[src/rtl/dtr_pkg.sv]
// Shared DTR definitions: FSM state encodings, default widths and a state helper.
// Latency: n/a (declarations only).
// Backpressure: n/a.
package dtr_pkg;

  // Default widths for the duration inputs/counter and the pulse counter.
  localparam int DTR_CNT_W_DEF     = 16;
  localparam int DTR_CNT_SAT_W_DEF = 8;

  // Pulse FSM encodings. The DTR receive/reset logic decodes the same values.
  localparam logic [1:0] ST_IDLE  = 2'd0;
  localparam logic [1:0] ST_LOW   = 2'd1;
  localparam logic [1:0] ST_GUARD = 2'd2;

  // True while a pulse is in progress (DTR low phase or post-pulse holdoff).
  function automatic logic dtr_state_busy(input logic [1:0] st);
    return (st == ST_LOW) || (st == ST_GUARD);
  endfunction

endpackage

[src/rtl/dtr_pulse_gen_if.sv]
// Request/status bundle between a DTR pulse requester (master) and dtr_pulse_gen (slave).
// Latency: n/a (wires only).
// Backpressure: none; requests arriving while busy are dropped and flagged, not stalled.
//   master drives: req, low_cycles, guard_cycles
//   slave drives : dtr, busy, done, dropped, pulse_count
interface dtr_pulse_gen_if
  import dtr_pkg::*;
#(
  parameter int CNT_W     = DTR_CNT_W_DEF,
  parameter int CNT_SAT_W = DTR_CNT_SAT_W_DEF
);

  logic                 req;
  logic [CNT_W-1:0]     low_cycles;
  logic [CNT_W-1:0]     guard_cycles;
  logic                 dtr;
  logic                 busy;
  logic                 done;
  logic                 dropped;
  logic [CNT_SAT_W-1:0] pulse_count;

  modport master (
    output req, low_cycles, guard_cycles,
    input  dtr, busy, done, dropped, pulse_count
  );

  modport slave (
    input  req, low_cycles, guard_cycles,
    output dtr, busy, done, dropped, pulse_count
  );

endinterface

[src/rtl/dtr_down_counter.sv]
// Loadable down-counter with an expire flag; timer for both the LOW and GUARD phases.
// Latency: load/decrement visible one cycle after the edge; expire is a decode of the register.
// Backpressure: none; load wins over dec, and the count holds at zero.
//   clk, nreset : clock, async active-low reset (count clears to 0)
//   load/load_val, dec : controls;  count, expire : register value and (count == 0)
module dtr_down_counter
  import dtr_pkg::*;
#(
  parameter int CNT_W = DTR_CNT_W_DEF
) (
  input  logic             clk,
  input  logic             nreset,
  input  logic             load,
  input  logic [CNT_W-1:0] load_val,
  input  logic             dec,
  output logic [CNT_W-1:0] count,
  output logic             expire
);

  logic [CNT_W-1:0] count_q;
  logic [CNT_W-1:0] count_d;

  always_comb begin
    count_d = count_q;
    if (load) begin
      count_d = load_val;
    end else if (dec && (count_q != '0)) begin
      count_d = count_q - CNT_W'(1);
    end
  end

  always_ff @(posedge clk or negedge nreset) begin
    if (!nreset) begin
      count_q <= '0;
    end else begin
      count_q <= count_d;
    end
  end

  assign count  = count_q;
  assign expire = (count_q == '0);

endmodule

[src/rtl/dtr_pulse_gen.sv]
// DTR pulse generator: on req drives dtr low for max(low_cycles,1) cycles, then holds off guard_cycles.
// Latency: dtr falls on the accepting edge; done is flagged in the last busy cycle (or LOW-exit edge if guard=0).
// Backpressure: none; req while busy is discarded and reported on dropped, one pulse per cycle.
//   clk, nreset : clock, async active-low reset (aborts any pulse in progress)
//   bus (slave) : req/low_cycles/guard_cycles in; dtr/busy/done/dropped/pulse_count out, all registered
module dtr_pulse_gen
  import dtr_pkg::*;
#(
  parameter int CNT_W     = DTR_CNT_W_DEF,
  parameter int CNT_SAT_W = DTR_CNT_SAT_W_DEF
) (
  input  logic            clk,
  input  logic            nreset,
  dtr_pulse_gen_if.slave  bus
);

  logic [1:0]           state_q,       state_d;
  logic [CNT_W-1:0]     guard_q,       guard_d;
  logic                 dtr_q,         dtr_d;
  logic                 busy_q,        busy_d;
  logic                 done_q,        done_d;
  logic                 dropped_q,     dropped_d;
  logic [CNT_SAT_W-1:0] pulse_count_q, pulse_count_d;

  logic                 cnt_load;
  logic [CNT_W-1:0]     cnt_load_val;
  logic                 cnt_dec;
  logic [CNT_W-1:0]     cnt_val;
  logic                 cnt_expire;
  logic                 pulse_done;

  // Counter is loaded with (duration - 1): a phase lasts from the load edge
  // until the edge that finds the count at zero.
  dtr_down_counter #(
    .CNT_W (CNT_W)
  ) u_cnt (
    .clk      (clk),
    .nreset   (nreset),
    .load     (cnt_load),
    .load_val (cnt_load_val),
    .dec      (cnt_dec),
    .count    (cnt_val),
    .expire   (cnt_expire)
  );

  always_comb begin
    state_d       = state_q;
    guard_d       = guard_q;
    dtr_d         = dtr_q;
    busy_d        = busy_q;
    cnt_load      = 1'b0;
    cnt_load_val  = '0;
    cnt_dec       = 1'b0;
    pulse_done    = 1'b0;
    dropped_d     = bus.req && dtr_state_busy(state_q);

    case (state_q)
      ST_IDLE: begin
        dtr_d  = 1'b1;
        busy_d = 1'b0;
        if (bus.req) begin
          state_d      = ST_LOW;
          dtr_d        = 1'b0;
          busy_d       = 1'b1;
          // guard duration is latched now so later input changes cannot
          // stretch or shorten the pulse in progress.
          guard_d      = bus.guard_cycles;
          cnt_load     = 1'b1;
          // A zero low duration is treated as one cycle.
          cnt_load_val = (bus.low_cycles == '0) ? '0 : (bus.low_cycles - CNT_W'(1));
        end
      end

      ST_LOW: begin
        if (cnt_expire) begin
          dtr_d = 1'b1;
          if (guard_q == '0) begin
            // No holdoff: finish straight from LOW.
            state_d    = ST_IDLE;
            busy_d     = 1'b0;
            pulse_done = 1'b1;
          end else begin
            state_d      = ST_GUARD;
            cnt_load     = 1'b1;
            cnt_load_val = guard_q - CNT_W'(1);
            // With a one-cycle holdoff the first GUARD cycle is also the last.
            pulse_done   = (guard_q == CNT_W'(1));
          end
        end else begin
          cnt_dec = 1'b1;
        end
      end

      ST_GUARD: begin
        if (cnt_expire) begin
          state_d = ST_IDLE;
          busy_d  = 1'b0;
        end else begin
          cnt_dec    = 1'b1;
          // done is registered, so it is raised on the edge that enters the
          // final GUARD cycle and is visible alongside it.
          pulse_done = (cnt_val == CNT_W'(1));
        end
      end

      default: begin
        state_d = ST_IDLE;
        dtr_d   = 1'b1;
        busy_d  = 1'b0;
      end
    endcase

    done_d        = pulse_done;
    pulse_count_d = pulse_count_q;
    if (pulse_done && (pulse_count_q != '1)) begin
      pulse_count_d = pulse_count_q + CNT_SAT_W'(1);
    end
  end

  always_ff @(posedge clk or negedge nreset) begin
    if (!nreset) begin
      state_q       <= ST_IDLE;
      guard_q       <= '0;
      dtr_q         <= 1'b1;
      busy_q        <= 1'b0;
      done_q        <= 1'b0;
      dropped_q     <= 1'b0;
      pulse_count_q <= '0;
    end else begin
      state_q       <= state_d;
      guard_q       <= guard_d;
      dtr_q         <= dtr_d;
      busy_q        <= busy_d;
      done_q        <= done_d;
      dropped_q     <= dropped_d;
      pulse_count_q <= pulse_count_d;
    end
  end

  assign bus.dtr         = dtr_q;
  assign bus.busy        = busy_q;
  assign bus.done        = done_q;
  assign bus.dropped     = dropped_q;
  assign bus.pulse_count = pulse_count_q;

endmodule

[src/flat_wrapper.sv]
// flat-port wrapper written by rule: the top's interface ports become plain ports
module dtr_pulse_gen_flat import dtr_pkg::*;
#(
  parameter int CNT_W     = DTR_CNT_W_DEF,
  parameter int CNT_SAT_W = DTR_CNT_SAT_W_DEF
)
  (clk, nreset, bus_req, bus_low_cycles, bus_guard_cycles, bus_dtr, bus_busy, bus_done, bus_dropped, bus_pulse_count);
  dtr_pulse_gen_if #(.CNT_W(CNT_W), .CNT_SAT_W(CNT_SAT_W)) bus_i ();
  input  logic clk;
  input  logic nreset;
  input wire logic [$bits(bus_i.req)-1:0] bus_req;
  input wire logic [$bits(bus_i.low_cycles)-1:0] bus_low_cycles;
  input wire logic [$bits(bus_i.guard_cycles)-1:0] bus_guard_cycles;
  output wire logic [$bits(bus_i.dtr)-1:0] bus_dtr;
  output wire logic [$bits(bus_i.busy)-1:0] bus_busy;
  output wire logic [$bits(bus_i.done)-1:0] bus_done;
  output wire logic [$bits(bus_i.dropped)-1:0] bus_dropped;
  output wire logic [$bits(bus_i.pulse_count)-1:0] bus_pulse_count;
  assign bus_i.req = bus_req;
  assign bus_i.low_cycles = bus_low_cycles;
  assign bus_i.guard_cycles = bus_guard_cycles;
  assign bus_dtr = bus_i.dtr;
  assign bus_busy = bus_i.busy;
  assign bus_done = bus_i.done;
  assign bus_dropped = bus_i.dropped;
  assign bus_pulse_count = bus_i.pulse_count;
  dtr_pulse_gen #(.CNT_W(CNT_W), .CNT_SAT_W(CNT_SAT_W)) u_core (.clk(clk), .nreset(nreset), .bus(bus_i));
endmodule
[config.mk]
export PLATFORM = sky130hd
export DESIGN_NAME = dtr_pulse_gen_flat
export DESIGN_NICKNAME = d
export VERILOG_FILES = /design/src/rtl/dtr_pkg.sv /design/src/rtl/dtr_pulse_gen_if.sv /design/src/rtl/dtr_down_counter.sv /design/src/rtl/dtr_pulse_gen.sv /design/src/flat_wrapper.sv
export SDC_FILE = /design/constraint.sdc
export NUM_CORES = 1
export LEC_CHECK = 0
export BUFFER_PORTS_ARGS = -buffer_cell sky130_fd_sc_hd__buf_2
export CAP_MARGIN = 20
export CELL_PAD_IN_SITES_DETAIL_PLACEMENT = 1
export CELL_PAD_IN_SITES_GLOBAL_PLACEMENT = 1
export CORE_MARGIN = 1.5
export CORE_UTILIZATION = 48
export DETAILED_ROUTE_END_ITERATION = 16
export GPL_TIMING_DRIVEN = 0
export PLACE_DENSITY = 0.87
export SETUP_SLACK_MARGIN = 0.02
export SLEW_MARGIN = 20
export SYNTH_ARGS = -nofsm -noshare
export SYNTH_HDL_FRONTEND = slang
export SYNTH_HIERARCHICAL = 1
export SYNTH_SLANG_ARGS = --single-unit
[constraint.sdc]
create_clock -name clk -period 4.5 [get_ports clk]
set_clock_uncertainty 0.1 [all_clocks]
set_input_delay 1.125 -clock clk [delete_from_list [all_inputs] [get_ports clk]]
set_output_delay 1.125 -clock clk [all_outputs]
set_load 0.01 [all_outputs]
==> results.ini, run 1 <==
[route]
vias_per_cell = 6.061
dr.first_iter.drc_count = 123
wl_um = 8498
antenna_left = 0
drcViolationCount = 0
wl_per_cell_um = 18.47
vias = 2788
drtPass1Iterations = 4

[logic_synthesis]
synth_warnings = 6
synthArstFlopShare_pct = 100.0
syn_avg_cell_area_sq_um = 9.549
synth_fp_nets = 372
syn_inst = 329
seq_area_frac_synth_pct = 36.68
synth_edf_count = 0
synth-seq-cells = 46
syn_area_sq_um = 3142
synth_cell_types = 50
synthFlopType = dfrtp_1

[status]
status = complete, no violations

[finish]
layout_common_cells = buf_2 (45), dfrtp_1 (45), nor2_1 (29)
final_cells = 460
n_antenna_cell = 0
final_util_pct = 56.16
syn_to_final_growth_pct = 13.50
design_area_sq_um = 3566
layout-drive-gt1-share_pct = 23.76
fin_nets = 425

[power]
p_per_area_nw_per_um2 = 530.7
power_mw = 1.893
vdd_ir_drop_max_uv = 296.1
leakage_nw = 1.493

[grt]
grt_util_all_layers_pct = 25.79
met3_usage_pct = 4.451
antenna_found_initial = 0
gr-total-overflow = 0
busiest_layer = met2
grt_pass1_vias = 3018
grt_max_degree = 47
grt_pass1_wl_um = 14350
grt_use_met2_pct = 44.87
grt_use_met1_pct = 30.51

[place]
dp_hpwl_um = 6580
place.gp.congestion = 0.8645
place_ws_ns = 0.3649
place_area_sq_um = 3468
placed_cells = 452
io_buffers = 46

[setup_path]
crit_type = register to register
path_max_fanout = 10
cp_cell_sequence = inv_1 -> ha_1 -> nor4b_1 -> nand4_1 -> inv_1 -> nand2_1 -> o21bai_2 -> clkbuf_1 -> nand2_1 -> clkbuf_1 -> inv_1 -> clkbuf_1 -> nor2_1 -> a31oi_1
cp_slowest_stage_delay_ns = 0.61
start_kind = register
slowest_stage = nor4b_1
endpoint_kind = register
crit_arrival_ns = 4.25
required_ns = 4.57
reg2reg_from = u_core/u_cnt/count[0]
setup.worst_path.start = u_core/u_cnt/count[0]

[clock_network]
clkTransAtPathRegs_ns = 0.09
cts_root_buf = clkbuf_8
post_cts.repair.setup_buffers = 0
ctsLongestPathBuffers = 2
cts_buffers = 5
cts.sinks = 46
cts_tree = built
htreeDepth = 2
post_cts.resized_instances = 0
insertion_delay_ns = 0.31
cts_hold_buf = 0

[sta]
final_max_slew_viol_count = 0
tightest_slew_ns = 0.8020
finalCriticalPeriod_ns = 4.178
relSlewSlack_pct = 46.04
fmax_ghz = 0.2393
whs_ns = 0.3968
timing.final.crit_share_pct = 92.85
hold_viol_final = 0
setup_tns_ns = 0
fin_ws_ns = 0.3216
grt_setup_unrepaired = false
setup_viol = 0

[floorplan]
core_area_sq_um = 6350
rows = 29
ios = 47
dieArea_sq_um = 7040
die-height_um = 83.91
die_w_um = 83.91
initial_utilization_pct = 49.48

[hold_path]
worstHoldStart = u_core/bus.pulse_count[4]
hold_class = register to register

[job]
cap_violations = 0

[worst max-delay path, delay by kind of cell, from the launching register on]
kind,cells,cell delay [ns]
adder cells (fa/ha/maj),1,0.22
flip-flops,1,0.42
AND/OR/NAND/NOR,5,1.44
buffers and inverters,6,1.51
AO/OA/AOI/OAI,2,0.35
[report_power, final]
part / switching, mW / internal [mW]
combinational: 0.442 / 0.379
clock: 0.150 / 0.124
sequential: 0.229 / 0.569
[state kept, by name, summed over array words and instances, names as in the netlist]
register and count:
u_core/bus.busy 1, u_core/bus.dtr 1, u_core/guard_q 16, u_core/state_q 2
u_core/u_cnt/count 16, u_core/bus.done 1, u_core/bus.pulse_count 8, u_core/bus.dropped 1
[routing by layer]
layer  share of wire (%)  vias to the layer above
met1                  42                     1340
met3                 4.6                       29
met5                   0                        -
met2                  50                       87
li1                    -                     1332
met4                 4.0                        0
[synthesized netlist by cell type (all sizes together), types with 6 or more instances]
library cell   n  area [sq um]
nand3          7         35.03
o22ai         17         112.6
a21oi          9         45.04
nand4          9         56.30
ha             8         100.1
nor4          14         106.4
a31oi          7         43.79
clkbuf         7         26.28
nand4b         6         82.58
xnor2         21         183.9
dfrtp         45          1126
mux2          19         214.0
xor2          12         105.1
o21ai         16         80.08
inv           13         48.80
or4           10         82.58
nand2         23         86.33
nor2b          6         37.54
nor3          10         55.05
nor2          29         108.9
[cells by family (layout without fill, tap and decap cells)]
logic type / after synthesis / after routing / synth area share, %
simple gates: 137 / 137 / 26.60
compound gates: 60 / 60 / 13.14
flops: 46 / 46 / 36.68
fa+ha+maj: 8 / 8 / 3.186
buf+inv: 22 / 76 / 3.107
xor+xnor: 33 / 33 / 9.200
mux: 23 / 23 / 8.084
[final timing paths]
path                                             end  slack, ns  depth (start not counted)
setup / recovery              u_core/u_cnt/count[12]       0.32                         14
hold / removal             u_core/bus.pulse_count[4]       0.40                          1
setup reg to reg              u_core/u_cnt/count[12]       0.32                         14
hold reg to reg            u_core/bus.pulse_count[4]       0.40                          1
max in group asynchronous          u_core/guard_q[7]       3.17                          1
min in group asynchronous     u_core/u_cnt/count[11]       0.71                          1
[layout make-up]
| cell class | count | area, sq um |
|---|---|---|
| plain buffers | 9 | 48.80 |
| flip-flops and latches | 46 | 1152 |
| repair buffers | 46 | 232.7 |
| well taps | 77 | 96.34 |
| clock inverters | 2 | 12.51 |
| multi-input cells | 261 | 1892 |
| fillers | 747 | 2784 |
| inverters | 13 | 48.80 |
| clock buffers | 6 | 82.58 |
Note: power is estimated with default switching activity, not from simulation.
==> run 2: changes to the inputs <==
==> constraint.sdc (replaced) <==
create_clock -name clk -period 4.5 [get_ports clk]
set_clock_uncertainty 0.1 [all_clocks]
set_input_delay 0.225 -clock clk [delete_from_list [all_inputs] [get_ports clk]]
set_output_delay 0.225 -clock clk [all_outputs]
set_load 0.01 [all_outputs]
==> run 2 against run 1 <==
Against the previous run:
- hold slack worse by 0.35 ns
- final cell count is 0.22% higher
- critical path depth stayed put
- global-route usage stayed put
- die area stayed put
- flip-flop and latch count stayed put
- register-to-register slack hardly changed
- setup slack worse by 0.014 ns
- clock-buffer cell count stayed put
- via count is 0.54% higher
- critical endpoint unchanged
- largest cell class unchanged
- highest routed layer unchanged
==> results.ini, run 2 (synthesized netlist as in run 1, its figures left out) <==
[route]
antenna_left = 0  ; unchanged
wl_um = 8510  ; +0.14%
dr.first_iter.drc_count = 162  ; +32%
vias_per_cell = 6.080  ; +0.32%
wl_per_cell_um = 18.46  ; about the same
drtPass1Iterations = 4  ; unchanged
vias = 2803  ; +0.54%
drcViolationCount = 0  ; unchanged

[clock_network]
cts_root_buf = clkbuf_8
insertion_delay_ns = 0.31  ; about the same
cts_tree = built
post_cts.resized_instances = 0  ; unchanged
clkTransAtPathRegs_ns = 0.09  ; about the same
post_cts.repair.setup_buffers = 0  ; unchanged
htreeDepth = 2  ; unchanged
cts_buffers = 5  ; unchanged
ctsLongestPathBuffers = 2  ; unchanged
cts.sinks = 46  ; unchanged

[job]
cap_violations = 0  ; unchanged

[setup_path]
endpoint_kind = register
path_max_fanout = 10  ; unchanged
r2r-end = u_core/u_cnt/count[12]
cp_top_family = buffers and inverters
crit_type = register to register
cp_slowest_stage_delay_ns = 0.60  ; about the same
critPathBufInv = 6  ; unchanged
slowest_stage = nor4b_1
start_kind = register
reg2reg_from = u_core/u_cnt/count[0]
cp_cell_sequence = inv_1 -> ha_1 -> nor4b_1 -> nand4_1 -> inv_1 -> nand2_1 -> o21bai_2 -> clkbuf_1 -> nand2_1 -> clkbuf_1 -> inv_1 -> clkbuf_1 -> nor2_1 -> a31oi_1
crit_path_end = u_core/u_cnt/count[12]
crit_cells = 14  ; unchanged
worstRegToRegCells = 14  ; unchanged
r2r_setup_slack_ns = 0.31  ; about the same
required_ns = 4.57  ; about the same
crit_arrival_ns = 4.26  ; about the same
setup.worst_path.start = u_core/u_cnt/count[0]

[sta]
grt_setup_unrepaired = false
setup_tns_ns = 0  ; unchanged
setup_viol = 0  ; unchanged
fmax_ghz = 0.2385  ; -0.32%
relSlewSlack_pct = 46.05  ; about the same
timing.final.crit_share_pct = 93.16  ; +0.30 points
hold_viol_final = 0  ; unchanged
finalCriticalPeriod_ns = 4.192  ; +0.01361 ns
tightest_slew_ns = 0.8018  ; -0.0001640 ns
final_max_slew_viol_count = 0  ; unchanged

[finish]
n_antenna_cell = 0  ; unchanged
layout_common_cells = buf_2 (45), dfrtp_1 (45), nor2_1 (29)
layout-drive-gt1-share_pct = 23.70  ; -0.062 points
design_area_sq_um = 3576  ; +0.28%
final_util_pct = 56.32  ; +0.16 points
fillers = 746  ; -0.13%
syn_to_final_growth_pct = 13.82
fin_nets = 426  ; +0.24%

[power]
power_mw = 1.893  ; about the same
vdd_ir_drop_max_uv = 295.9  ; about the same
leakage_nw = 1.497  ; +0.28%
p_per_area_nw_per_um2 = 529.4  ; -0.25%

[grt]
antenna_found_initial = 0  ; unchanged
grt_max_degree = 47  ; unchanged
gr-total-overflow = 0  ; unchanged
grt_pass1_vias = 3018  ; unchanged
grt_use_met1_pct = 30.51  ; unchanged
grt_pass1_wl_um = 14350  ; unchanged
grt_util_all_layers_pct = 25.79  ; unchanged
met3_usage_pct = 4.451  ; unchanged
busiest_layer = met2
grt_use_met2_pct = 44.87  ; unchanged

[floorplan]
die_w_um = 83.91  ; unchanged
core_area_sq_um = 6350  ; unchanged
die-height_um = 83.91  ; unchanged
rows = 29  ; unchanged
ios = 47  ; unchanged
initial_utilization_pct = 49.48  ; unchanged
dieArea_sq_um = 7040  ; unchanged

[place]
place_area_sq_um = 3468  ; unchanged
dp_hpwl_um = 6580  ; unchanged
place.gp.congestion = 0.8645  ; unchanged
io_buffers = 46  ; unchanged

[hold_path]
hold_class = input port to register

[status]
status = complete, no violations

-- run 2: cell count changes in the layout (fill, tap and decap cells not counted) --
cell	change
dlygate4sd3_1	+1
-- run 2: how the worst min path moves through the flow --
stage / start / to / slack, ns / cells after the start
floorplan: nreset / u_core/bus.busy / -0.17 / 0
global placement: nreset / u_core/u_cnt/count[8] / 0.36 / 1
detailed placement: bus_guard_cycles[3] / u_core/guard_q[3] / 0.36 / 2
CTS: nreset / u_core/u_cnt/count[1] / 0.04 / 1
global route: bus_guard_cycles[3] / u_core/guard_q[3] / 0.05 / 2
finish: bus_guard_cycles[3] / u_core/guard_q[3] / 0.04 / 2
-- run 2: layer usage --
metal,part of all wire [%],up-vias
met5,0,-
met4,3.9,0
met3,4.5,29
met2,50,94
met1,42,1350
li1,-,1330
-- run 2: cell type report --
type	count	area [sq um]	share of cell area, %
multi-input combinational	261	1892	52.90
timing repair buffer	47	242.7	6.788
tap	77	96.34	2.694
clock inverter	2	12.51	0.3499
clock buffer	6	82.58	2.309
inverter	13	48.80	1.365
buffer	9	48.80	1.365
sequential	46	1152	32.23
-- run 2: stage by stage --
stage / hold WS, ns / setup slack, ns / cells
4_1_cts: 0.03558 / 0.3469 / 460
3_3_place_gp: 0.3581 / 0.5544 / 452
5_1_grt: 0.04764 / 0.05252 / 461
3_5_place_dp: 0.3628 / 0.3649 / 452
6_report: 0.04263 / 0.3080 / 461
2_1_floorplan: -0.1706 / 1.495 / 329
-- run 2: repair_timing --
action / 4_1_cts / 5_1_grt
endpoints found under the setup margin: 0 / 0
hold buffers: 0 / 1
endpoints found under the hold margin: 0 / 45
-- run 2: worst reg2reg max path, stage by stage (launching register included) --
cell	delay [ns]
dfrtp_1	0.42
inv_1	0.11
ha_1	0.23
nor4b_1	0.60
nand4_1	0.42
inv_1	0.29
nand2_1	0.09
o21bai_2	0.29
clkbuf_1	0.26
nand2_1	0.10
clkbuf_1	0.38
inv_1	0.19
clkbuf_1	0.30
nor2_1	0.23
a31oi_1	0.06
-- run 2: report_power, final --
part	switching [mW]	internal, mW
sequential	0.229	0.569
clock	0.150	0.124
combinational	0.442	0.379
